$ cat src/rtl/debug_bridge_uart.sv
// debug_bridge_uart
// Bridges single 32-bit client transactions onto an 8N1 UART link to a host.
// A write streams the latched word to the host as four bytes, MSB first.
// A read collects four bytes from the host into q, first byte in q[31:24].
// Ports:
//   clk          sole clock, rising edge
//   reset        asynchronous, active-high reset
//   req          transaction request, held high until ack
//   wr           1 = write (client to host), 0 = read (host to client)
//   d[31:0]      client write data, latched when the request is accepted
//   q[31:0]      read data, changes only while a read is collecting bytes
//   ack          one-cycle transaction-complete pulse
//   rxd          host UART receive line (asynchronous, idle high)
//   txd          host UART transmit line (idle high)
//   framing_err  sticky: a received stop bit was sampled low
module debug_bridge_uart #(
    parameter int CLKS_PER_BIT = 16
) (
    input  logic        clk,
    input  logic        reset,
    input  logic        req,
    input  logic        wr,
    input  logic [31:0] d,
    output logic [31:0] q,
    output logic        ack,
    input  logic        rxd,
    output logic        txd,
    output logic        framing_err
);

    localparam int CW = $clog2(CLKS_PER_BIT + 1);
    localparam logic [CW-1:0] BIT_LAST  = CW'(CLKS_PER_BIT - 1);
    localparam logic [CW-1:0] HALF_LAST = CW'(CLKS_PER_BIT / 2 - 1);

    typedef enum logic [2:0] {
        IDLE = 3'd0,
        RD   = 3'd1,
        WR   = 3'd2,
        ACK  = 3'd3,
        DONE = 3'd4
    } state_t;

    state_t         state_r;
    state_t         state_next_s;

    logic           rxd_meta_r;
    logic           rxd_sync_r;
    logic           rxd_prev_r;
    logic           rx_fall_s;
    logic           rx_busy_r;
    logic [3:0]     rx_bit_r;
    logic [CW-1:0]  rx_cnt_r;
    logic [7:0]     rx_shift_r;
    logic           rx_valid_r;
    logic           framing_err_r;

    logic           tx_active_r;
    logic [3:0]     tx_bit_r;
    logic [CW-1:0]  tx_cnt_r;
    logic [8:0]     tx_frame_r;
    logic           txd_r;
    logic           tx_done_s;
    logic           tx_start_s;
    logic [7:0]     tx_byte_s;

    logic [1:0]     byte_cnt_r;
    logic [23:0]    wdata_r;
    logic [31:0]    q_r;
    logic           ack_r;

    assign q           = q_r;
    assign ack         = ack_r;
    assign txd         = txd_r;
    assign framing_err = framing_err_r;

    assign rx_fall_s = rxd_prev_r & ~rxd_sync_r;
    // Last clock of the stop bit of the byte currently on the line.
    assign tx_done_s = tx_active_r && (tx_cnt_r == BIT_LAST) && (tx_bit_r == 4'd9);

    // Two-flop synchroniser on rxd plus a delayed copy for edge detection.
    always_ff @(posedge clk or posedge reset) begin
        if (reset) begin
            rxd_meta_r <= 1'b1;
            rxd_sync_r <= 1'b1;
            rxd_prev_r <= 1'b1;
        end else begin
            rxd_meta_r <= rxd;
            rxd_sync_r <= rxd_meta_r;
            rxd_prev_r <= rxd_sync_r;
        end
    end

    // UART receiver: rx_bit_r 0 = half-bit start check, 1..8 = data, 9 = stop.
    always_ff @(posedge clk or posedge reset) begin
        if (reset) begin
            rx_busy_r     <= 1'b0;
            rx_bit_r      <= 4'd0;
            rx_cnt_r      <= '0;
            rx_shift_r    <= 8'h00;
            rx_valid_r    <= 1'b0;
            framing_err_r <= 1'b0;
        end else begin
            rx_valid_r <= 1'b0;
            if (!rx_busy_r) begin
                if (rx_fall_s) begin
                    rx_busy_r <= 1'b1;
                    rx_bit_r  <= 4'd0;
                    rx_cnt_r  <= '0;
                end
            end else if (rx_cnt_r == ((rx_bit_r == 4'd0) ? HALF_LAST : BIT_LAST)) begin
                rx_cnt_r <= '0;
                if (rx_bit_r == 4'd0) begin
                    // A start bit that has gone high again was only a glitch.
                    if (rxd_sync_r) begin
                        rx_busy_r <= 1'b0;
                    end else begin
                        rx_bit_r <= 4'd1;
                    end
                end else if (rx_bit_r < 4'd9) begin
                    rx_shift_r <= {rxd_sync_r, rx_shift_r[7:1]};
                    rx_bit_r   <= rx_bit_r + 4'd1;
                end else begin
                    // Back to start-bit search right away so zero-idle streams work.
                    rx_busy_r <= 1'b0;
                    if (rxd_sync_r) begin
                        rx_valid_r <= 1'b1;
                    end else begin
                        framing_err_r <= 1'b1;
                    end
                end
            end else begin
                rx_cnt_r <= rx_cnt_r + CW'(1);
            end
        end
    end

    // UART transmitter: start bit, 8 data bits LSB first, stop bit; a new
    // byte loaded on the last stop-bit clock follows with no idle gap.
    always_ff @(posedge clk or posedge reset) begin
        if (reset) begin
            tx_active_r <= 1'b0;
            tx_bit_r    <= 4'd0;
            tx_cnt_r    <= '0;
            tx_frame_r  <= 9'h1FF;
            txd_r       <= 1'b1;
        end else if (tx_start_s) begin
            tx_active_r <= 1'b1;
            tx_bit_r    <= 4'd0;
            tx_cnt_r    <= '0;
            tx_frame_r  <= {1'b1, tx_byte_s};
            txd_r       <= 1'b0;
        end else if (tx_active_r) begin
            if (tx_cnt_r == BIT_LAST) begin
                tx_cnt_r <= '0;
                if (tx_bit_r == 4'd9) begin
                    tx_active_r <= 1'b0;
                    tx_bit_r    <= 4'd0;
                    txd_r       <= 1'b1;
                end else begin
                    txd_r      <= tx_frame_r[0];
                    tx_frame_r <= {1'b1, tx_frame_r[8:1]};
                    tx_bit_r   <= tx_bit_r + 4'd1;
                end
            end else begin
                tx_cnt_r <= tx_cnt_r + CW'(1);
            end
        end else begin
            txd_r <= 1'b1;
        end
    end

    // Transaction FSM state register.
    always_ff @(posedge clk or posedge reset) begin
        if (reset) begin
            state_r <= IDLE;
        end else begin
            state_r <= state_next_s;
        end
    end

    // Transaction FSM next state and transmitter load requests.
    always_comb begin
        state_next_s = state_r;
        tx_start_s   = 1'b0;
        tx_byte_s    = 8'h00;
        case (state_r)
            IDLE: begin
                if (req) begin
                    if (wr) begin
                        state_next_s = WR;
                        tx_start_s   = 1'b1;
                        tx_byte_s    = d[31:24];
                    end else begin
                        state_next_s = RD;
                    end
                end else begin
                    state_next_s = IDLE;
                end
            end
            RD: begin
                if (rx_valid_r && (byte_cnt_r == 2'd3)) begin
                    state_next_s = ACK;
                end else begin
                    state_next_s = RD;
                end
            end
            WR: begin
                if (tx_done_s) begin
                    if (byte_cnt_r == 2'd3) begin
                        state_next_s = ACK;
                    end else begin
                        tx_start_s = 1'b1;
                        tx_byte_s  = wdata_r[23:16];
                    end
                end else begin
                    state_next_s = WR;
                end
            end
            ACK: begin
                state_next_s = DONE;
            end
            DONE: begin
                // Holding req past ack must not re-trigger a transaction.
                if (!req) begin
                    state_next_s = IDLE;
                end else begin
                    state_next_s = DONE;
                end
            end
            default: begin
                state_next_s = IDLE;
            end
        endcase
    end

    // Transaction datapath: write-data latch, byte counter, read data, ack.
    always_ff @(posedge clk or posedge reset) begin
        if (reset) begin
            byte_cnt_r <= 2'd0;
            wdata_r    <= 24'h000000;
            q_r        <= 32'h00000000;
            ack_r      <= 1'b0;
        end else begin
            ack_r <= (state_next_s == ACK);
            case (state_r)
                IDLE: begin
                    if (req) begin
                        byte_cnt_r <= 2'd0;
                        // d[31:24] goes straight to the transmitter.
                        wdata_r    <= d[23:0];
                    end
                end
                RD: begin
                    if (rx_valid_r) begin
                        q_r <= {q_r[23:0], rx_shift_r};
                        if (byte_cnt_r != 2'd3) begin
                            byte_cnt_r <= byte_cnt_r + 2'd1;
                        end
                    end
                end
                WR: begin
                    if (tx_done_s) begin
                        wdata_r <= {wdata_r[15:0], 8'h00};
                        if (byte_cnt_r != 2'd3) begin
                            byte_cnt_r <= byte_cnt_r + 2'd1;
                        end
                    end
                end
                default: begin
                end
            endcase
        end
    end

endmodule

$ cat config.mk
export PLATFORM = sky130hd
export DESIGN_NAME = debug_bridge_uart
export DESIGN_NICKNAME = d
export VERILOG_FILES = /design/src/rtl/debug_bridge_uart.sv
export SDC_FILE = /design/constraint.sdc
export NUM_CORES = 1
export LEC_CHECK = 0
export ABC_AREA = 1
export CAP_MARGIN = 20
export CORE_ASPECT_RATIO = 0.9
export CORE_MARGIN = 2
export CORE_UTILIZATION = 30
export CTS_CLUSTER_SIZE = 24
export DETAILED_ROUTE_END_ITERATION = 12
export DONT_BUFFER_PORTS = 1
export SETUP_SLACK_MARGIN = 0.4
export SYNTH_ARGS = -nofsm -noshare
export SYNTH_HDL_FRONTEND = slang
export SYNTH_SLANG_ARGS = --single-unit
$ cat constraint.sdc
create_clock -name clk -period 5.25 [get_ports clk]
set_input_delay 0.525 -clock clk [delete_from_list [all_inputs] [get_ports clk]]
set_output_delay 0.525 -clock clk [all_outputs]
set_load 0.03 [all_outputs]
==> impl_metrics.env, run 1 <==
export IMPL_clk_pin_slew_worst_paths_ns=0.08
export IMPL_max_freq_mhz=389
export IMPL_synth_cells=574
export IMPL_pwr_share_clk_pct=25.1
export IMPL_clk_latency_ns=0.36
export IMPL_place_gp_congestion=0.813
export IMPL_power_density_mw_per_mm2=503
export IMPL_maxCapViolations=0
export IMPL_seq_power_share_pct=44.5
export IMPL_io_buffers=0
export IMPL_cts_hold_buf=0
export IMPL_ys_top_cells_by_area="dfrtp_1 47%, nand2_1 12%, dfstp_2 6.5%, o21ai_0 5.5%, inv_1 5.3%"
export IMPL_grt_total_usage_pct=12.6
export IMPL_post_cts_buffers=0
export IMPL_post_layout_nonfiller_instances=778
export IMPL_dp_cells=761
export IMPL_first_global_vias=3556
export IMPL_p_sw_uw=1020
export IMPL_p_leak_uw=0.00251
export IMPL_drtIter0Drc=304
export IMPL_path_class="register to register"
export IMPL_grt_overflow=0
export IMPL_drc=0
export IMPL_end_kind="register"
export IMPL_synth_fp_nets=618
export IMPL_initial_core_util_pct=30.4
export IMPL_worst_slew_pin_slew_ns=0.755
export IMPL_area_growth_pct=10.2
export IMPL_critPathMaxFanout=21
export IMPL_ios=72
export IMPL_synth_adder_area_share_pct=1.81
export IMPL_p_sw_share_pct=37.8
export IMPL_hold_class="primary input to async pin"
export IMPL_p_int_uw=1670
export IMPL_synth_seq_area_share_pct=54.0
export IMPL_synth_top_cells_by_count="153 x nand2_1, 92 x dfrtp_1, 69 x inv_1, 58 x nor2_1, 53 x o21ai_0"
export IMPL_cp_start_kind="register"
export IMPL_fin_worst_skew_ns=0.0124
export IMPL_fin_crit_sh_pct=48.9
export IMPL_num_vias=3631
export IMPL_cts_tree="done"
export IMPL_antenna_found_initial=0
export IMPL_dp_slack_ns=2.61
export IMPL_grt_pass1_wl_um=17700
export IMPL_ir_drop_mv=0.181
export IMPL_ys_types=38
export IMPL_ys_warn_count=0
export IMPL_timing_reg2reg_setup_slack_ns=2.68
export IMPL_die_h_um=125
export IMPL_drt_antenna_violating_nets=0
export IMPL_avgViaCountPerCell=4.67
export IMPL_synthMuxAreaShare_pct=0
export IMPL_hold_viol=0
export IMPL_antenna_cells=0
export IMPL_wl_per_cell_um=13.4
export IMPL_dieArea_mm2=0.0172
export IMPL_cts_resized=0
export IMPL_synth_top_family_by_area="simple AND/OR/NAND/NOR gates"
export IMPL_setup_ws_ns=2.68
export IMPL_max_slew_margin_rel_pct=49.6
export IMPL_clockBufferDepth=2
export IMPL_yosys_area_share_simple_pct=23.5
export IMPL_pwr_share_comb_pct=30.3
export IMPL_nets=610
export IMPL_seqCellArea_mm2=0.00262
export IMPL_run_status="complete, no violations"
export IMPL_synth_edf_count=0
export IMPL_yosysTopAreaCellShare_pct=47.5
export IMPL_synth_main_ff_cell="dfrtp_1"
export IMPL_cts_root_buf="clkbuf_16"
export IMPL_grt_max_degree=56
export IMPL_cp_required_ns=5.52
export IMPL_wl_um=10400
export IMPL_fillers=1629
export IMPL_rsz0062_at_grt="no"
export IMPL_synth_compound_area_share_pct=11.9
export IMPL_drv_slew=0
export IMPL_syn_area_per_cell_um2=8.45
export IMPL_synth_seq_cells=104
export IMPL_yosys_area_top_type="dfrtp_1"
export IMPL_dp_hpwl_um=7300
export IMPL_synth_xor_area_share_pct=0.903
export IMPL_drtPass1Iterations=4
export IMPL_h_tree_depth=3
export IMPL_finalSetupViolCount=0
export IMPL_core_area_mm2=0.0160
export IMPL_numCtsBuffers=9
export IMPL_synthArstFlopShare_pct=100
export IMPL_arrival_ns=2.84
export IMPL_period_minus_slack_ns=2.57
export IMPL_die_w_um=138
export IMPL_rows=44
export IMPL_cts_num_sinks=104
export IMPL_synth_most_common_cell="nand2_1"
export IMPL_tns_ns=0
export IMPL_netlist_area_mm2=0.00485
export IMPL_drive_gt1_share_pct=8.76
export IMPL_multi_input_area_mm2=0.00185
## state kept, by name, summed over array words and instances (netlist names), 2 cells and up
signal      cells
q              32
wdata_r        24
rx_shift_r      8
tx_frame_r      8
rx_cnt_r        5
tx_cnt_r        5
rx_bit_r        4
tx_bit_r        4
state_r         3
byte_cnt_r      2
## per-stage QoR
step	area, um^2	hold WS [ns]	power [uW]	utilization (%)
global placement	5010	0.347	1970	31.4
detailed placement	5030	0.348	2030	31.5
finish	5340	0.130	2690	33.5
global route	5340	0.143	2910	33.5
floorplan	4850	0.345	1850	-
CTS	5330	0.146	2720	33.4
## layout by cell type (no fill, tap or decap), drive strengths merged, types with 9 or more instances in the layout
| cell | n |
|---|---|
| o211ai | 21 |
| nand2 | 156 |
| nor2 | 61 |
| nand3 | 31 |
| dfrtp | 92 |
| dfstp | 12 |
| a21oi | 9 |
| nand4 | 12 |
| o21ai | 57 |
| clkbuf | 9 |
| inv | 76 |
## critical path, cell delays in order, from the launching register on
cell and delay (ns):
dfrtp_1 0.41, inv_1 0.07, ha_1 0.13, nand2_1 0.06, nor2_2 0.58, nand2_1 0.21
o21ai_2 0.60, buf_8 0.24, o211ai_1 0.10, o21ai_0 0.08
## per-layer routing
layer	vias up	routed length (um)	GRT usage (%)	part of all wire, %
met3	22	538	4.19	5.2
met1	1704	4770	16.0	46
met5	-	0	0	0
met4	0	300	5.88	2.9
li1	1841	-	-	-
met2	64	4790	19.6	46
## power groups by stage
stage	Clock [uW]	Combinational, uW	Sequential [uW]
final	676	815	1200
after global routing	730	959	1220
after CTS	698	823	1200
after detailed placement	0	819	1210
after global placement	0	775	1200
after floorplan	0	676	1170
## logic make-up (layout without fill, tap and decap cells)
group / Yosys count / after routing
flops: 104 / 104
buf+inv: 94 / 91
simple gates: 266 / 266
fa+ha+maj: 7 / 7
xor+xnor: 5 / 5
compound gates: 98 / 98
## path summary, 6_finish.rpt
kind | startpoint | endpoint | cells past startpoint
min in group clk | rxd | rxd_meta_r | 0
worst min register to register | rxd_meta_r | rxd_sync_r | 0
max in group asynchronous | reset | q[29] | 2
worst max-delay path | tx_bit_r[1] | wdata_r[17] | 9
worst min-delay path | reset | tx_bit_r[0] | 1
worst max register to register | tx_bit_r[1] | wdata_r[17] | 9
## final cells by class
type | instances | area share [%]
inverters | 71 | 5.03
well taps | 207 | 4.85
flip-flops and latches | 104 | 49.0
multi-input cells | 376 | 34.7
clock buffers | 9 | 4.21
clock inverters | 7 | 1.43
repair buffers | 4 | 0.843
(Power assumes the default switching activity.)
==> run 2, diff against run 1 <==
==> constraint.sdc (replaced) <==
create_clock -name clk -period 2.2 [get_ports clk]
set_input_delay 0.22 -clock clk [delete_from_list [all_inputs] [get_ports clk]]
set_output_delay 0.22 -clock clk [all_outputs]
set_load 0.03 [all_outputs]
==> run 2 against run 1 <==
Net effect:
- critical path type unchanged
- final area rose by 7.4%
- first-iteration DRC count down 38%
- fmax grew 45%
- sequential power rose by 140%
- die area did not move
- global-route usage is 0.11 points lower
- total power grew to 2.5 times the previous value
- count of clock-buffer cells in the layout grew 1
- clock power grew 140%
- sequential share of layout area is 3.4 points lower
- setup slack got worse by 2.3 ns
- non-clock buffer count is 32 higher
==> impl_metrics.env, run 2 (synthesis gave the netlist of run 1 again) <==
export IMPL_holdPathEnd="wdata_r[4]"
export IMPL_drc=0
export IMPL_clockBufferDepth=2
export IMPL_max_freq_mhz=564
export IMPL_clk_pin_slew_worst_paths_ns=0.07
export IMPL_die_w_um=138
export IMPL_cp_slowest_stage_delay_ns=0.42
export IMPL_grt_pass1_wl_um=17700
export IMPL_area_growth_pct=18.3
export IMPL_hold_viol=0
export IMPL_critPathTopFamily="simple AND/OR/NAND/NOR gates"
export IMPL_initial_core_util_pct=30.4
export IMPL_met2_usage_pct=21.1
export IMPL_timing_rr_end="tx_frame_r[2]"
export IMPL_min_from="d[4]"
export IMPL_crit_start="tx_cnt_r[1]"
export IMPL_drtPass1Iterations=4
export IMPL_r2r_start="tx_cnt_r[1]"
export IMPL_placed_cell_area_mm2=0.00507
export IMPL_first_global_vias=3689
export IMPL_mostFrequentLayoutCells="151 x nand2_1, 92 x dfrtp_1, 65 x inv_1"
export IMPL_die_h_um=125
export IMPL_grt_max_degree=105
export IMPL_crit_path_top_delay_cell="dfrtp_1"
export IMPL_critPathMaxFanout=8
export IMPL_whs_path_depth=2
export IMPL_antenna_cells=0
export IMPL_maxCapViolations=0
export IMPL_max_slew_margin_rel_pct=63.1
export IMPL_dp_hpwl_um=7160
export IMPL_ios=72
export IMPL_place_gp_congestion=0.813
export IMPL_tns_ns=0
export IMPL_stdcell_area_mm2=0.00574
export IMPL_power_density_mw_per_mm2=1180
export IMPL_cts_tree="done"
export IMPL_grt_total_usage_pct=12.5
export IMPL_p_leak_uw=0.00268
export IMPL_p_int_uw=4230
export IMPL_p_sw_uw=2530
export IMPL_drv_slew=0
export IMPL_dp_slack_ns=0.170
export IMPL_nets=643
export IMPL_cp_required_ns=2.48
export IMPL_grt_overflow=0
export IMPL_seq_power_share_pct=42.6
export IMPL_hold_class="primary input to register"
export IMPL_avgViaCountPerCell=4.67
export IMPL_fin_worst_skew_ns=0.00919
export IMPL_setup_ws_ns=0.427
export IMPL_num_vias=3791
export IMPL_path_buf_inv=2
export IMPL_end_kind="register"
export IMPL_crit_chain="ha_4 -> nand2_4 -> nor3_4 -> nand4_4 -> buf_6 -> buf_6 -> nand3_2 -> nand2_1 -> nand3_1 -> nand2_1"
export IMPL_reg2reg_depth=10
export IMPL_pwr_share_clk_pct=23.5
export IMPL_rsz0062_at_grt="yes"
export IMPL_p_sw_share_pct=37.4
export IMPL_cp_start_kind="register"
export IMPL_worst_slew_pin_slew_ns=0.554
export IMPL_ir_drop_mv=0.481
export IMPL_cp_depth=10
export IMPL_fin_crit_sh_pct=80.6
export IMPL_grt_busiest_layer="met2"
export IMPL_h_tree_depth=3
export IMPL_largest_register_ff_count=32
export IMPL_io_buffers=0
export IMPL_period_minus_slack_ns=1.77
export IMPL_dieArea_mm2=0.0172
export IMPL_cts_root_buf="clkbuf_16"
export IMPL_rows=44
export IMPL_drt_antenna_violating_nets=0
export IMPL_core_area_mm2=0.0160
export IMPL_pwr_share_comb_pct=33.9
export IMPL_finalSetupViolCount=0
export IMPL_grt_use_met1_pct=15.0
export IMPL_timing_reg2reg_setup_slack_ns=0.43
export IMPL_final_common_cell="nand2_1"
export IMPL_hold_slack_ns=0.0142
export IMPL_wl_per_cell_um=13.2
export IMPL_cts_num_sinks=104
export IMPL_run_status="complete, no violations"
export IMPL_met3_usage_pct=3.92
export IMPL_numCtsBuffers=9
export IMPL_wl_um=10700
export IMPL_arrival_ns=2.06
export IMPL_antenna_found_initial=0
export IMPL_path_class="register to register"
export IMPL_drive_gt1_share_pct=14.7
export IMPL_clk_latency_ns=0.35
export IMPL_drtIter0Drc=189
==> run 2: cell types whose count changed in the layout (fill, tap and decap cells not counted), sizes merged <==
cell and delta:
o211ai +1, clkinvlp +2, inv -3, buf +26, dlygate4sd3 +6, clkbuf +1
==> run 2: timing repair <==
action	CTS	global route
hold buffers	6	0
setup buffers	5	17
gates cloned	0	1
endpoints found under the setup margin	53	52
resized for setup	8	23
pin swaps	2	13
hold endpoints to repair	97	0
==> run 2: worst max-delay path by stage <==
stage | to | slack [ns]
6_report | tx_frame_r[2] | 0.43
5_1_grt | tx_frame_r[4] | 0.33
4_1_cts | tx_frame_r[5] | 0.40
3_5_place_dp | rx_shift_r[1] | 0.17
3_3_place_gp | rx_shift_r[1] | 0.25
2_1_floorplan | rx_shift_r[1] | 0.56
==> run 2: layout make-up <==
type | count | area (um^2)
multi-input combinational | 377 | 1950
clock inverter | 6 | 61.3
inverter | 71 | 273
sequential | 104 | 2620
tap | 207 | 259
clock buffer | 10 | 239
timing repair buffer | 36 | 338
fill | 1615 | 10200
==> run 2: routing by layer <==
layer	part of all wire (%)	wire (um)	vias up
li1	-	-	1897
met1	44	4710	1805
met2	50	5320	70
met3	4.1	435	19
met4	2.1	229	0
met5	0	0	-
==> run 2: power groups by stage <==
| stage | logic, uW | registers (uW) | clock network, uW |
|---|---|---|---|
| global route | 2670 | 2950 | 1710 |
| floorplan | 1610 | 2790 | 0 |
| detailed placement | 1950 | 2890 | 0 |
| global placement | 1850 | 2870 | 0 |
| CTS | 2060 | 2860 | 1630 |
| finish | 2290 | 2880 | 1590 |
==> run 2: metrics by stage <==
step,util [%],std cells,total power (uW)
4_1_cts,34.6,793,6550
3_3_place_gp,31.8,766,4720
3_5_place_dp,31.8,766,4840
5_1_grt,35.9,811,7330
2_1_floorplan,-,574,4410
6_report,35.9,811,6760
==> run 3, diff against run 2 <==
==> constraint.sdc (replaced) <==
create_clock -name clk -period 1.7 [get_ports clk]
set_input_delay 0.17 -clock clk [delete_from_list [all_inputs] [get_ports clk]]
set_output_delay 0.17 -clock clk [all_outputs]
set_load 0.03 [all_outputs]
==> run 3 against run 2 <==
Net effect:
- the flow now finishes with violations (hold timing, setup timing)
- sequential share of layout area down 10 points
- clock power up 41%
- hold slack worse by 0.023 ns
- setup slack worse by 0.44 ns
- sequential power up 30%
==> impl_metrics.env, run 3 (synthesis gave the netlist of run 1 again) <==
export IMPL_run_status="finished with violations"
export IMPL_violations="hold timing, setup timing"
export IMPL_hold_class="primary input to register"
export IMPL_drive_gt1_share_pct=39.7
export IMPL_max_slew_margin_rel_pct=66.9
export IMPL_largest_register_ff_count=32
export IMPL_num_vias=4364
export IMPL_drv_slew=0
export IMPL_die_w_um=138
export IMPL_maxCapViolations=0
export IMPL_grt_pass1_wl_um=21900
export IMPL_clk_latency_ns=0.36
export IMPL_drt_antenna_violating_nets=0
export IMPL_grt_total_usage_pct=15.7
export IMPL_avgViaCountPerCell=4.92
export IMPL_drtPass1Iterations=5
export IMPL_rows=44
export IMPL_cts_root_buf="clkbuf_16"
export IMPL_drtIter0Drc=241
export IMPL_numCtsBuffers=9
export IMPL_clk_pin_slew_worst_paths_ns=0.07
export IMPL_fin_crit_sh_pct=101
export IMPL_first_global_vias=4363
export IMPL_initial_core_util_pct=30.4
export IMPL_h_tree_depth=3
export IMPL_post_route_util_pct=46.6
export IMPL_area_growth_pct=53.4
export IMPL_cp_required_ns=1.94
export IMPL_nets=719
export IMPL_end_kind="register"
export IMPL_arrival_ns=1.95
export IMPL_clockBufferDepth=2
export IMPL_ios=72
export IMPL_ir_drop_mv=0.860
export IMPL_cp_start_kind="register"
export IMPL_power_density_mw_per_mm2=1450
export IMPL_finalSetupViolCount=5
export IMPL_worst_slew_pin_slew_ns=0.497
export IMPL_dp_hpwl_um=7490
export IMPL_cts_tree="done"
export IMPL_rsz0062_at_grt="yes"
export IMPL_wl_per_cell_um=15.7
export IMPL_dp_slack_ns=-0.0443
export IMPL_fin_worst_skew_ns=0.0106
export IMPL_critPathMaxFanout=3
export IMPL_mostFrequentLayoutCells="89 x dfrtp_1, 83 x nand2_1, 58 x inv_1"
export IMPL_dieArea_mm2=0.0172
export IMPL_antenna_cells=0
export IMPL_drc=0
export IMPL_hold_viol=1
export IMPL_p_leak_uw=0.00342
export IMPL_antenna_found_initial=0
export IMPL_wl_um=13900
export IMPL_die_h_um=125
export IMPL_place_gp_congestion=0.831
export IMPL_path_class="register to register"
export IMPL_io_buffers=0
export IMPL_max_freq_mhz=585
export IMPL_grt_overflow=0
export IMPL_period_minus_slack_ns=1.71
export IMPL_tns_ns=-0.0293
export IMPL_hold_slack_ns=-0.00897
export IMPL_grt_max_degree=61
export IMPL_core_area_mm2=0.0160
export IMPL_setup_ws_ns=-0.00908
export IMPL_cts_num_sinks=104
export IMPL_final_common_cell="dfrtp_1"
-- run 3: cell types whose count changed in the layout (fill, tap and decap cells not counted), sizes merged --
cell	previous run	this run
clkinv	2	1
clkbuf	10	13
clkinvlp	2	3
buf	30	84
o211ai	22	21
bufinv	0	1
inv	73	71
dlygate4sd3	6	26
nand3	31	32
-- run 3: worst paths after layout --
kind,depth (start not counted),slack (ns),from,end
min reg2reg,0,0.36,rxd_meta_r,rxd_sync_r
min,2,-0.009,req,state_r[2]
min in group asynchronous,2,0.22,reset,framing_err
max,8,-0.009,state_r[1],wdata_r[5]
max in group asynchronous,3,0.76,reset,q[21]
max reg2reg,8,-0.009,state_r[1],wdata_r[5]
-- run 3: critical path, cell delays in order, from the launching register on --
cell	delay, ns
dfrtp_1	0.42
inv_1	0.13
nor3_4	0.27
inv_1	0.14
o21ai_4	0.22
buf_6	0.16
buf_16	0.11
buf_12	0.10
o21ai_4	0.05
-- run 3: layout make-up --
class,instances,area [um^2]
clock buffers,11,253
clock inverters,5,68.8
fillers,1435,8520
inverters,71,287
multi-input cells,377,2580
flip-flops and latches,104,2620
well taps,207,259
repair buffers,112,1370
-- run 3: what timing repair did --
item / in CTS / in global routing
cloned: 14 / 1
pin swaps: 38 / 26
endpoints found under the setup margin: 98 / 100
hold buffers: 24 / 2
setup buffers: 35 / 14
resized for setup: 143 / 119
hold endpoints to repair: 83 / 3
-- run 3: metrics by stage --
stage               total power [uW]  cell area (um^2)  std cells
floorplan                       5900              4960        574
global placement                6440              5270        781
detailed placement              6590              5270        781
CTS                            10100              6900        870
global route                   11500              7440        887
finish                         10800              7440        887
-- run 3: layer usage --
layer | part of all wire (%) | routed length, um | vias to the layer above | GRT usage, %
met5 | 0 | 0 | - | 0
met4 | 2.1 | 288 | 0 | 5.40
met3 | 3.9 | 545 | 27 | 4.19
met2 | 52 | 7180 | 110 | 26.2
met1 | 42 | 5880 | 2160 | 19.7
li1 | - | - | 2067 | -
-- run 3: report_power, final --
| group | switching, uW | internal [uW] | total [uW] |
|---|---|---|---|
| sequential | 503 | 3250 | 3750 |
| clock | 986 | 1250 | 2240 |
| combinational | 2550 | 2260 | 4810 |
